[config.mk]
export PLATFORM = sky130hd
export DESIGN_NAME = level_screen_ctrl
export DESIGN_NICKNAME = d
export VERILOG_FILES = /design/src/rtl/level_screen_ctrl_pkg.sv /design/src/rtl/frame_tick_gen.sv /design/src/rtl/level_screen_ctrl.sv
export SDC_FILE = /design/constraint.sdc
export NUM_CORES = 1
export LEC_CHECK = 0
export ABC_AREA = 0
export CAP_MARGIN = 20
export CELL_PAD_IN_SITES_DETAIL_PLACEMENT = 2
export CELL_PAD_IN_SITES_GLOBAL_PLACEMENT = 2
export CORE_MARGIN = 10
export CORE_UTILIZATION = 30
export DETAILED_ROUTE_END_ITERATION = 7
export PLACE_DENSITY_LB_ADDON = 0.1
export SLEW_MARGIN = 15
export SYNTH_ARGS = -nofsm -noshare
export SYNTH_HDL_FRONTEND = slang
export SYNTH_SLANG_ARGS = --single-unit
[constraint.sdc]
create_clock -name clk -period 2.7 [get_ports clk]
set_input_delay 0.81 -clock clk [delete_from_list [all_inputs] [get_ports clk]]
set_output_delay 0.81 -clock clk [all_outputs]
set_load 0.02 [all_outputs]
[src/rtl/level_screen_ctrl_pkg.sv]
// Shared screen codes and FSM state type for the game-screen sequencer.
// The SCR_* codes are the ones vga_bitchange decodes to pick a glyph set.
package level_screen_ctrl_pkg;

  localparam logic [2:0] SCR_TITLE      = 3'd0;
  localparam logic [2:0] SCR_PLAY       = 3'd1;
  localparam logic [2:0] SCR_LEVEL_DONE = 3'd2;
  localparam logic [2:0] SCR_GAME_OVER  = 3'd3;
  localparam logic [2:0] SCR_WIN        = 3'd4;

  typedef enum logic [2:0] {
    ST_TITLE      = 3'd0,
    ST_PLAYING    = 3'd1,
    ST_LEVEL_DONE = 3'd2,
    ST_GAME_OVER  = 3'd3,
    ST_WIN        = 3'd4
  } state_e;

  // Screen code shown while the FSM sits in a given state.
  function automatic logic [2:0] screen_code(state_e s);
    case (s)
      ST_PLAYING:    return SCR_PLAY;
      ST_LEVEL_DONE: return SCR_LEVEL_DONE;
      ST_GAME_OVER:  return SCR_GAME_OVER;
      ST_WIN:        return SCR_WIN;
      default:       return SCR_TITLE;
    endcase
  endfunction

endpackage

[src/rtl/frame_tick_gen.sv]
// One-clk frame tick at the start of each VGA frame. The sync counters dwell
// at (0,0) for several clks, so the origin condition is edge-detected.
module frame_tick_gen (
  input  logic       clk,
  input  logic       reset_n,
  input  logic [9:0] hCount,
  input  logic [9:0] vCount,
  output logic       frame_tick
);

  logic at_origin;
  logic at_origin_d, at_origin_q;

  // Origin detect and delayed copy for the edge compare.
  always_comb begin
    at_origin   = (hCount == 10'd0) && (vCount == 10'd0);
    at_origin_d = at_origin;
    frame_tick  = at_origin && !at_origin_q;
  end

  // Previous-clk origin flag.
  always_ff @(posedge clk or negedge reset_n) begin
    if (!reset_n) at_origin_q <= 1'b0;
    else          at_origin_q <= at_origin_d;
  end

endmodule

[src/rtl/level_screen_ctrl.sv]
// Game-screen sequencer: screen state, level number, banner timing, text blink.
//
// state         | meaning
// --------------+-----------------------------------------------------------
// ST_TITLE      | title screen, text blinks, wait for start press
// ST_PLAYING    | game running, overlay text off
// ST_LEVEL_DONE | "Level N Completed!" banner held for BANNER_FRAMES frames
// ST_GAME_OVER  | game over screen, text blinks, start returns to title
// ST_WIN        | final level cleared, start returns to title
module level_screen_ctrl
  import level_screen_ctrl_pkg::*;
#(
  parameter int BANNER_FRAMES = 120,
  parameter int BLINK_FRAMES  = 30,
  parameter int MAX_LEVEL     = 3
) (
  input  logic       clk,
  input  logic       reset_n,
  input  logic [9:0] hCount,
  input  logic [9:0] vCount,
  input  logic       start_btn,
  input  logic       level_done,
  input  logic       player_dead,
  output logic [2:0] screen_sel,
  output logic       text_en,
  output logic [3:0] level_num,
  output logic       game_run,
  output logic       level_start
);

  localparam int FW = $clog2(BANNER_FRAMES + 1);
  localparam int BW = $clog2(BLINK_FRAMES + 1);
  localparam logic [FW-1:0] FRAME_LAST = FW'(BANNER_FRAMES - 1);
  localparam logic [BW-1:0] BLINK_LAST = BW'(BLINK_FRAMES - 1);
  localparam logic [3:0]    LVL_MAX    = 4'(MAX_LEVEL);

  logic frame_tick;
  logic start_rise;

  state_e        state_d, state_q;
  logic [3:0]    level_d, level_q;
  logic [FW-1:0] frame_cnt_d, frame_cnt_q;
  logic [BW-1:0] blink_cnt_d, blink_cnt_q;
  logic          text_en_d, text_en_q;
  logic [2:0]    screen_sel_d, screen_sel_q;
  logic          game_run_d, game_run_q;
  logic          level_start_d, level_start_q;
  logic          start_d, start_q;

  frame_tick_gen u_frame_tick (
    .clk        (clk),
    .reset_n    (reset_n),
    .hCount     (hCount),
    .vCount     (vCount),
    .frame_tick (frame_tick)
  );

  // Next state, counters and registered outputs.
  always_comb begin
    state_d     = state_q;
    level_d     = level_q;
    frame_cnt_d = frame_cnt_q;
    blink_cnt_d = blink_cnt_q;
    text_en_d   = text_en_q;
    start_d     = start_btn;
    start_rise  = start_btn && !start_q;

    case (state_q)
      ST_TITLE: begin
        if (start_rise) begin
          state_d = ST_PLAYING;
          level_d = 4'd1;
        end
      end
      ST_PLAYING: begin
        // A death in the same clk as a clear still ends the game.
        if (player_dead)     state_d = ST_GAME_OVER;
        else if (level_done) state_d = ST_LEVEL_DONE;
      end
      ST_LEVEL_DONE: begin
        if (frame_tick) begin
          if (frame_cnt_q == FRAME_LAST) begin
            if (level_q >= LVL_MAX) begin
              state_d = ST_WIN;
            end else begin
              state_d = ST_PLAYING;
              level_d = level_q + 4'd1;
            end
          end else begin
            frame_cnt_d = frame_cnt_q + FW'(1);
          end
        end
      end
      ST_GAME_OVER, ST_WIN: begin
        if (start_rise) begin
          state_d = ST_TITLE;
          level_d = 4'd1;
        end
      end
      default: state_d = ST_TITLE;
    endcase

    if (state_d != state_q) begin
      // Entry into any state restarts its timing; text shows except in play.
      frame_cnt_d = '0;
      blink_cnt_d = '0;
      text_en_d   = (state_d != ST_PLAYING);
    end else if ((state_q == ST_TITLE || state_q == ST_GAME_OVER) && frame_tick) begin
      if (blink_cnt_q == BLINK_LAST) begin
        blink_cnt_d = '0;
        text_en_d   = !text_en_q;
      end else begin
        blink_cnt_d = blink_cnt_q + BW'(1);
      end
    end

    screen_sel_d  = screen_code(state_d);
    game_run_d    = (state_d == ST_PLAYING);
    level_start_d = (state_d == ST_PLAYING) && (state_q != ST_PLAYING);
  end

  // State and output registers; reset drops straight back to the title screen.
  always_ff @(posedge clk or negedge reset_n) begin
    if (!reset_n) begin
      state_q       <= ST_TITLE;
      level_q       <= 4'd1;
      frame_cnt_q   <= '0;
      blink_cnt_q   <= '0;
      text_en_q     <= 1'b1;
      screen_sel_q  <= SCR_TITLE;
      game_run_q    <= 1'b0;
      level_start_q <= 1'b0;
      start_q       <= 1'b0;
    end else begin
      state_q       <= state_d;
      level_q       <= level_d;
      frame_cnt_q   <= frame_cnt_d;
      blink_cnt_q   <= blink_cnt_d;
      text_en_q     <= text_en_d;
      screen_sel_q  <= screen_sel_d;
      game_run_q    <= game_run_d;
      level_start_q <= level_start_d;
      start_q       <= start_d;
    end
  end

  assign screen_sel  = screen_sel_q;
  assign text_en     = text_en_q;
  assign level_num   = level_q;
  assign game_run    = game_run_q;
  assign level_start = level_start_q;

endmodule

# Word level (Yosys, flattened, before mapping)

Cells that the tools add are included.
W data, S select, Z words.

Bits in registers: 27
Word-level logic and storage cells: 78
Output and inout bits: 10
Input port bits: 25

Add/sub/neg operators: 3
$lt $le $gt $ge: 1
Eq/ne operators: 18
Multiplexer cells: 24
Reductions and logical operators: 22

Operator list:

| kind                  | count |
|---|---|
| $mux W7               | 4 |
| $pmux W3 S4           | 2 |
| $mux W3               | 7 |
| $logic_not A10 Y1     | 2 |
| $mux W4               | 4 |
| $mux W5               | 3 |
| $eq A3 B2 Y1 const B  | 4 |
| $reduce_bool A2 Y1    | 5 |
| $pmux W4 S2           | 1 |
| $add A7 B1 Y7 const B | 1 |
| $eq A7 B7 Y1 const B  | 1 |
| $eq A3 B1 Y1 const B  | 2 |
| $eq A3 B3 Y1 const B  | 2 |
| $ne A2 B2 Y1 const B  | 3 |
| $ne A3 B1 Y1 const B  | 2 |
| $add A5 B1 Y5 const B | 1 |
| $eq A5 B5 Y1 const B  | 1 |
| $logic_and A1 B1 Y1   | 5 |
| $reduce_and A5 Y1     | 1 |
| $add A4 B1 Y4 const B | 1 |
| $ge A4 B2 Y1 const B  | 1 |
| $ne A2 B1 Y1 const B  | 2 |
| $logic_not A1 Y1      | 3 |
| $logic_not A3 Y1      | 1 |
| other kinds (7)       | 9 |

# Depth between registers and ports, before layout

Gate-level depths: netlist of run 1.

Word-level depth: 8
Mapped depth: 7
Gate-level depth less buffers: 6

# Hierarchy

A second synthesis of run 1 with hierarchy kept.

Cells, all modules: 143
Area, all modules: 1572.8 µm²

Modules (own cells, without submodules):

| module            | seq. area each (µm²) | area an instance (µm²) | instances | cells each |
|---|---|---|---|---|
| level_screen_ctrl | 653.1                | 1481.4                 | 1         | 133 |
| frame_tick_gen    | 25.0                 | 91.3                   | 1         | 10 |

# Worst setup path before layout of run 1

No wires, ideal clock.

Kind: input -> register
Start point: input vCount[4]
End point: register frame_cnt_q[3]
Cell stages on the path: 6
Library setup time: 0.078 ns
Arrival time: 2.270 ns
Required time: 2.622 ns
Slack: 0.352 ns
Buffers on the path: 1
Path through: nor4_1 nand3_1 or4_1 buf_2 or3_1 a21oi_1

Longest elaborated chain between the ends: 8
Elaborated cells on any way between the ends: 11
Those cells by class: 2 x eq/ne; 3 x mux; 6 x reduce/logical

RTL lines:

| item                                                         | line                     | text |
|---|---|---|
| start, declared                                              | level_screen_ctrl.sv:20  | `input logic [9:0] vCount,` |
| $logic_not A10 Y1 *                                          | frame_tick_gen.sv:16     | `at_origin = (hCount == 10'd0) && (vCount == 10'd0);` |
| $logic_and A1 B1 Y1 *                                        | frame_tick_gen.sv:16     |  |
| $logic_and A1 B1 Y1 *                                        | frame_tick_gen.sv:18     | `frame_tick = at_origin && !at_origin_q;` |
| $mux W3                                                      | level_screen_ctrl.sv:81  | `if (frame_tick) begin` |
| $pmux W3 S4                                                  | level_screen_ctrl.sv:68  | `case (state_q)` |
| $ne A3 B3 Y1                                                 | level_screen_ctrl.sv:103 | `if (state_d != state_q) begin` |
| $ne A2 B1 Y1 (no line) or $reduce_bool A2 Y1 (tied branches) | --                       |  |
| $reduce_and A3 Y1 (no line)                                  | --                       |  |
| end signal, assigned                                         | level_screen_ctrl.sv:137 | `frame_cnt_q <= frame_cnt_d;` |
| end, declared                                                | level_screen_ctrl.sv:42  | `logic [FW-1:0] frame_cnt_d, frame_cnt_q;` |

Mark *: on every way between the ends. The rest lies on a longest branch, timed or not.
A chain may end at the register's enable or synchronous reset.

# Worst setup path after layout of run 1

Start point: input vCount[0]
End point: register frame_cnt_q[3]

Same word-level chain as after synthesis.

==> results of run 1 <==
-- synthesized netlist by cell type (all sizes together), types with 3 or more instances --
cell type   n
o21ai       4
nor2       12
nand3b      4
nor4b       3
xnor2       3
nand2      11
nor4        9
clkbuf      4
nor3        8
a21oi       6
inv         3
nand3       7
buf         3
nand2b      4
mux2i       3
dfrtp      25
ha          4
nor2b       4
-- per-layer routing --
layer / GRT usage, % / up-vias
met1: 13.5 / 674
met4: 1.19 / 0
met3: 2.58 / 2
li1: - / 642
met2: 21.4 / 11
met5: 0 / -
-- how the worst max path moves through the flow --
stage / slack, ns / endpoint
after floorplan: 0.35 / frame_cnt_q[3]
after global placement: -0.07 / frame_cnt_q[3]
after detailed placement: -0.16 / frame_cnt_q[3]
after CTS: 0.14 / frame_cnt_q[3]
after global routing: 0.01 / state_q[0]
final: 0.15 / frame_cnt_q[3]
-- worst reg2reg max path, delay by kind of cell, from the launching register on --
kind	cells	cell delay (ns)
AND/OR/NAND/NOR	4	0.99
buffers and inverters	1	0.15
flip-flops	1	0.43
adder cells (fa/ha/maj)	1	0.28
AO/OA/AOI/OAI	1	0.16
-- power breakdown --
part / internal (uW) / leakage (uW) / switching [uW]
Sequential: 477 / 0.000355 / 66.0
Clock: 104 / 0.0000255 / 133
Combinational: 289 / 0.000447 / 315
-- per-stage QoR --
stage                     setup slack [ns]  hold slack, ns
after floorplan                      0.352           0.511
after global placement             -0.0666           0.525
after detailed placement            -0.161           0.535
after CTS                            0.141           0.559
after global routing                0.0101           0.615
final                                0.149           0.559
-- cell type report --
| class | instances | area [um^2] | share of cell area [%] |
|---|---|---|---|
| clock buffer | 3 | 41.3 | 2.05 |
| sequential | 27 | 678 | 33.6 |
| inverter | 3 | 11.3 | 0.558 |
| multi-input combinational | 113 | 778 | 38.6 |
| tap | 67 | 83.8 | 4.15 |
| timing repair buffer | 43 | 420 | 20.8 |
| clock inverter | 1 | 5.00 | 0.248 |
-- state kept, by name, summed over array words and instances, names as in the netlist --
name                      flops
game_run                      1
state_q                       3
screen_sel                    3
text_en                       1
blink_cnt_q                   5
frame_cnt_q                   7
u_frame_tick.at_origin_q      1
level_num                     4
start_q                       1
level_start                   1
-- kinds of logic after synthesis --
group                      after synthesis  share of synthesized area [%]
buffers and inverters                   10                           2.76
and+or+nand+nor                         73                           29.7
muxes                                    3                           2.01
DFF                                     27                           45.3
AOI/OAI and AO/OA                       28                           14.0
xor gates and xnor gates                 5                           2.92
adders and majority gates                4                           3.34
==> impl_metrics.ini, run 1 <==
[timing]
drv_slew = 0
worst_slew_pin_slew_ns = 0.678
period_share_pct = 94.5
hold_viol = 0
rsz0062_at_grt = false
fmaxAchievable_mhz = 392
fin_crit_ns = 2.55
finalClockSkew_ns = 0.00942
setup_violations = 0
relSlewSlack_pct = 54.2
tns_ns = 0

[layout]
final_cells = 257
final_common_cell = clkdlybuf4s50_1
finish.net_count = 220
design_area_mm2 = 0.00202
diodes = 0
area_delta_synth_final_pct = 34.8
drive_gt1_share_pct = 12.1
fillers = 536
final_core_util_pct = 42.2
mostFrequentLayoutCells = clkdlybuf4s50_1 (34), dfrtp_1 (25), nor2_1 (12)

[worst_hold_path]
hold_end = level_num[3]
hold_path_depth = 1
min-delay-start = level_num[3]
min_path_type = reg -> reg

[synth]
ys_async_sr_fraction_pct = 100
synth_top_cell_area_share_pct = 41.8
syn_nets = 179
synth_area_mm2 = 0.00150
avgSynthCellArea_um2 = 9.98
synth.distinct_cells = 49
synth_ff_type = dfrtp_1
yosys.area.top_type = dfrtp_1
yosysWarnings = 0
synthTopCellsByArea = dfrtp_1 (42%), dfstp_2 (3.5%), ha_1 (3.3%)
synth_seq_area_share_pct = 45.3
synth_edf_count = 0
ys_ff_latch = 27
syn_inst = 150

[clock_network]
post_cts_buffers = 0
holdBufCountCts = 0
ctsResizeCount = 0
cts_tree = done
cts_root_buffer = clkbuf_8
cts_buffer_depth = 2
clk_pin_slew_ns = 0.10
cts_buffers = 3
insertion_delay_ns = 0.28
htree_levels = 1
clock_sinks = 27

[drt]
antenna_left = 0
wl_per_cell_um = 17.7
vias = 1329
wl_met2_um = 2500
wl_met3_um = 133
first_pass_iters = 4
routed_wl_um = 4540
top_layer_used = met4
drt_iter0_drc = 20
via_per_inst = 5.17
wl_met1_um = 1900
drc = 0

[floorplan]
ios = 35
core_mm2 = 0.00479
initial_utilization_pct = 31.3
die_x_um = 90.7
die_y_um = 90.7
dieArea_mm2 = 0.00822
row_count = 25

[grt]
grt.overflow.total = 0
grt_pass1_vias = 1477
grt_pass1_wl_um = 7890
grt_max_degree = 28
track_usage_pct = 11.6
antenna_found_initial = 0

[worst_setup_path]
cpLargestDelayFamily = simple AND/OR/NAND/NOR gates
critPathBufInv = 1
r2r-start = frame_cnt_q[0]
crit_slowest_cell = or4_1
worstSetupEndpointType = flip-flop
crit_type = in -> reg
r2r_setup_slack_ns = 0.62
r2r-end = frame_cnt_q[3]
crit_cells = 6
critPathMaxStageDelay_ns = 0.55
arrival_ns = 2.76
crit_chain = clkdlybuf4s50_1, nor4_2, nand3_1, or4_1, or3_1, a21oi_1
crit_fanout = 2
startpoint_type = input pin
r2r_cells = 7
cp-startpoint = vCount[0]
critPathRequiredTime_ns = 2.91

[power_and_ir_drop]
power_density_mw_per_mm2 = 685
power_uw = 1380
ir_drop_mv = 0.267
cellLeakagePower_uw = 0.000827

[place]
placed_area_mm2 = 0.00197
io_buffers = 34
gp_congestion = 0.753
dp.final_hpwl_um = 3620
dp_cells = 253

[flow_run]
cap_viol_max_count = 0

[outcome]
outcome = finished, final reports clean
(Power assumes the default switching activity.)
==> inputs of run 2 (changes only) <==
PLACE_DENSITY_LB_ADDON = 0.05   (was 0.1)
==> run 2 against run 1 <==
Net effect: register-to-register slack barely moved; worst setup slack improved by 0.068 ns; sequential cell count did not move; count of clock-buffer cells in the layout did not move; via count fell by 0.53%; sequential share of layout area barely moved; total power rose by 0.56%; wire length rose by 0.66%; critical path depth did not move; global-route usage rose by 0.43 points; hold slack improved by 0.0065 ns; largest cell class unchanged; highest routed layer unchanged.
==> impl_metrics.ini, run 2 (same netlist as run 1, synthesis figures left out) <==
[outcome]
outcome = finished, final reports clean

[floorplan]
core_mm2 = 0.00479
die_x_um = 90.7
ios = 35
row_count = 25
die_y_um = 90.7
initial_utilization_pct = 31.3
dieArea_mm2 = 0.00822

[grt]
grt_max_degree = 28
grt_pass1_wl_um = 8210
track_usage_pct = 12.0
grt_pass1_vias = 1529
grt.overflow.total = 0
antenna_found_initial = 0

[worst_setup_path]
r2r_cells = 7
r2r_setup_slack_ns = 0.62
worstSetupEndpointType = flip-flop
critPathMaxStageDelay_ns = 0.56
r2r-end = frame_cnt_q[3]
crit_type = in -> reg
arrival_ns = 2.70
critPathRequiredTime_ns = 2.91
crit_fanout = 2
crit_slowest_cell = or4_1
startpoint_type = input pin
crit_chain = clkdlybuf4s50_1, nor4_2, nand3_1, or4_1, or3_1, a21oi_1
r2r-start = frame_cnt_q[0]

[clock_network]
insertion_delay_ns = 0.28
cts_buffers = 3
htree_levels = 1
cts_root_buffer = clkbuf_8
cts_tree = done
clock_sinks = 27
post_cts_buffers = 0
holdBufCountCts = 0
cts_buffer_depth = 2
ctsResizeCount = 0
clk_pin_slew_ns = 0.11

[layout]
final_common_cell = clkdlybuf4s50_1
drive_gt1_share_pct = 12.1
area_delta_synth_final_pct = 34.9
diodes = 0
finish.net_count = 220
largest_register_ff_count = 7
largest-register = frame_cnt_q
mostFrequentLayoutCells = clkdlybuf4s50_1 (34), dfrtp_1 (25), nor2_1 (12)

[timing]
period_share_pct = 92.0
worst_slew_pin_slew_ns = 0.683
tns_ns = 0
fin_crit_ns = 2.48
finalClockSkew_ns = 0.0175
relSlewSlack_pct = 53.9
drv_slew = 0
setup_violations = 0
hold_viol = 0
rsz0062_at_grt = false
fmaxAchievable_mhz = 403

[worst_hold_path]
hold_end = frame_cnt_q[6]
min_path_type = reg -> reg
hold_path_depth = 2
min-delay-start = frame_cnt_q[6]

[power_and_ir_drop]
power_density_mw_per_mm2 = 688
power_uw = 1390
ir_drop_mv = 0.267
cellLeakagePower_uw = 0.000823

[flow_run]
cap_viol_max_count = 0

[drt]
drt_iter0_drc = 26
antenna_left = 0
routed_wl_um = 4570
first_pass_iters = 4
drc = 0
wl_per_cell_um = 17.8
vias = 1322
via_per_inst = 5.14

[place]
io_buffers = 34
gp_congestion = 0.755
dp.final_hpwl_um = 3650
-- run 2: worst max path at each step --
stage / startpoint / end / slack [ns] / depth (start not counted)
final: hCount[6] / frame_cnt_q[3] / 0.22 / 6
after CTS: hCount[6] / frame_cnt_q[3] / 0.20 / 6
after detailed placement: hCount[6] / frame_cnt_q[3] / -0.12 / 6
after floorplan: vCount[4] / frame_cnt_q[3] / 0.35 / 6
after global placement: hCount[6] / frame_cnt_q[3] / -0.04 / 6
after global routing: hCount[6] / frame_cnt_q[2] / 0.07 / 8
-- run 2: routing by layer --
metal,vias to the layer above,global-route usage [%],wire length [um],part of all wire (%)
li1,641,-,-,-
met1,670,14.3,1950,43
met2,9,21.7,2500,55
met3,2,2.16,102,2.2
met4,0,2.39,23,0.50
met5,-,0,0,0
-- run 2: critical path: cells and delay by family --
kind	cells	cell delay, ns
AND/OR/NAND/NOR	4	1.32
buffers and inverters	1	0.41
AO/OA/AOI/OAI	1	0.15
-- run 2: layout make-up --
cell class / count / area, um^2
clock buffer: 3 / 41.3
tap: 67 / 83.8
sequential: 27 / 678
inverter: 3 / 11.3
clock inverter: 1 / 7.51
timing repair buffer: 43 / 420
multi-input combinational: 113 / 778
fill: 540 / 2770
-- run 2: per-stage QoR --
| step | hold slack, ns | cells | util (%) | cell area, um^2 | setup slack [ns] |
|---|---|---|---|---|---|
| after detailed placement | 0.545 | 253 | 41.2 | 1970 | -0.124 |
| final | 0.565 | 257 | 42.2 | 2020 | 0.217 |
| after global placement | 0.526 | 253 | 41.2 | 1970 | -0.0393 |
| after floorplan | 0.511 | 150 | - | 1500 | 0.352 |
| after global routing | 0.612 | 257 | 42.2 | 2020 | 0.0680 |
| after CTS | 0.565 | 257 | 42.2 | 2020 | 0.200 |
-- run 2: power breakdown --
group	switching (uW)	internal [uW]	total, uW	leakage (uW)
Sequential	69.0	477	546	0.000355
Clock	132	105	237	0.0000217
Combinational	319	289	608	0.000447
Total	519	871	1390	0.000823
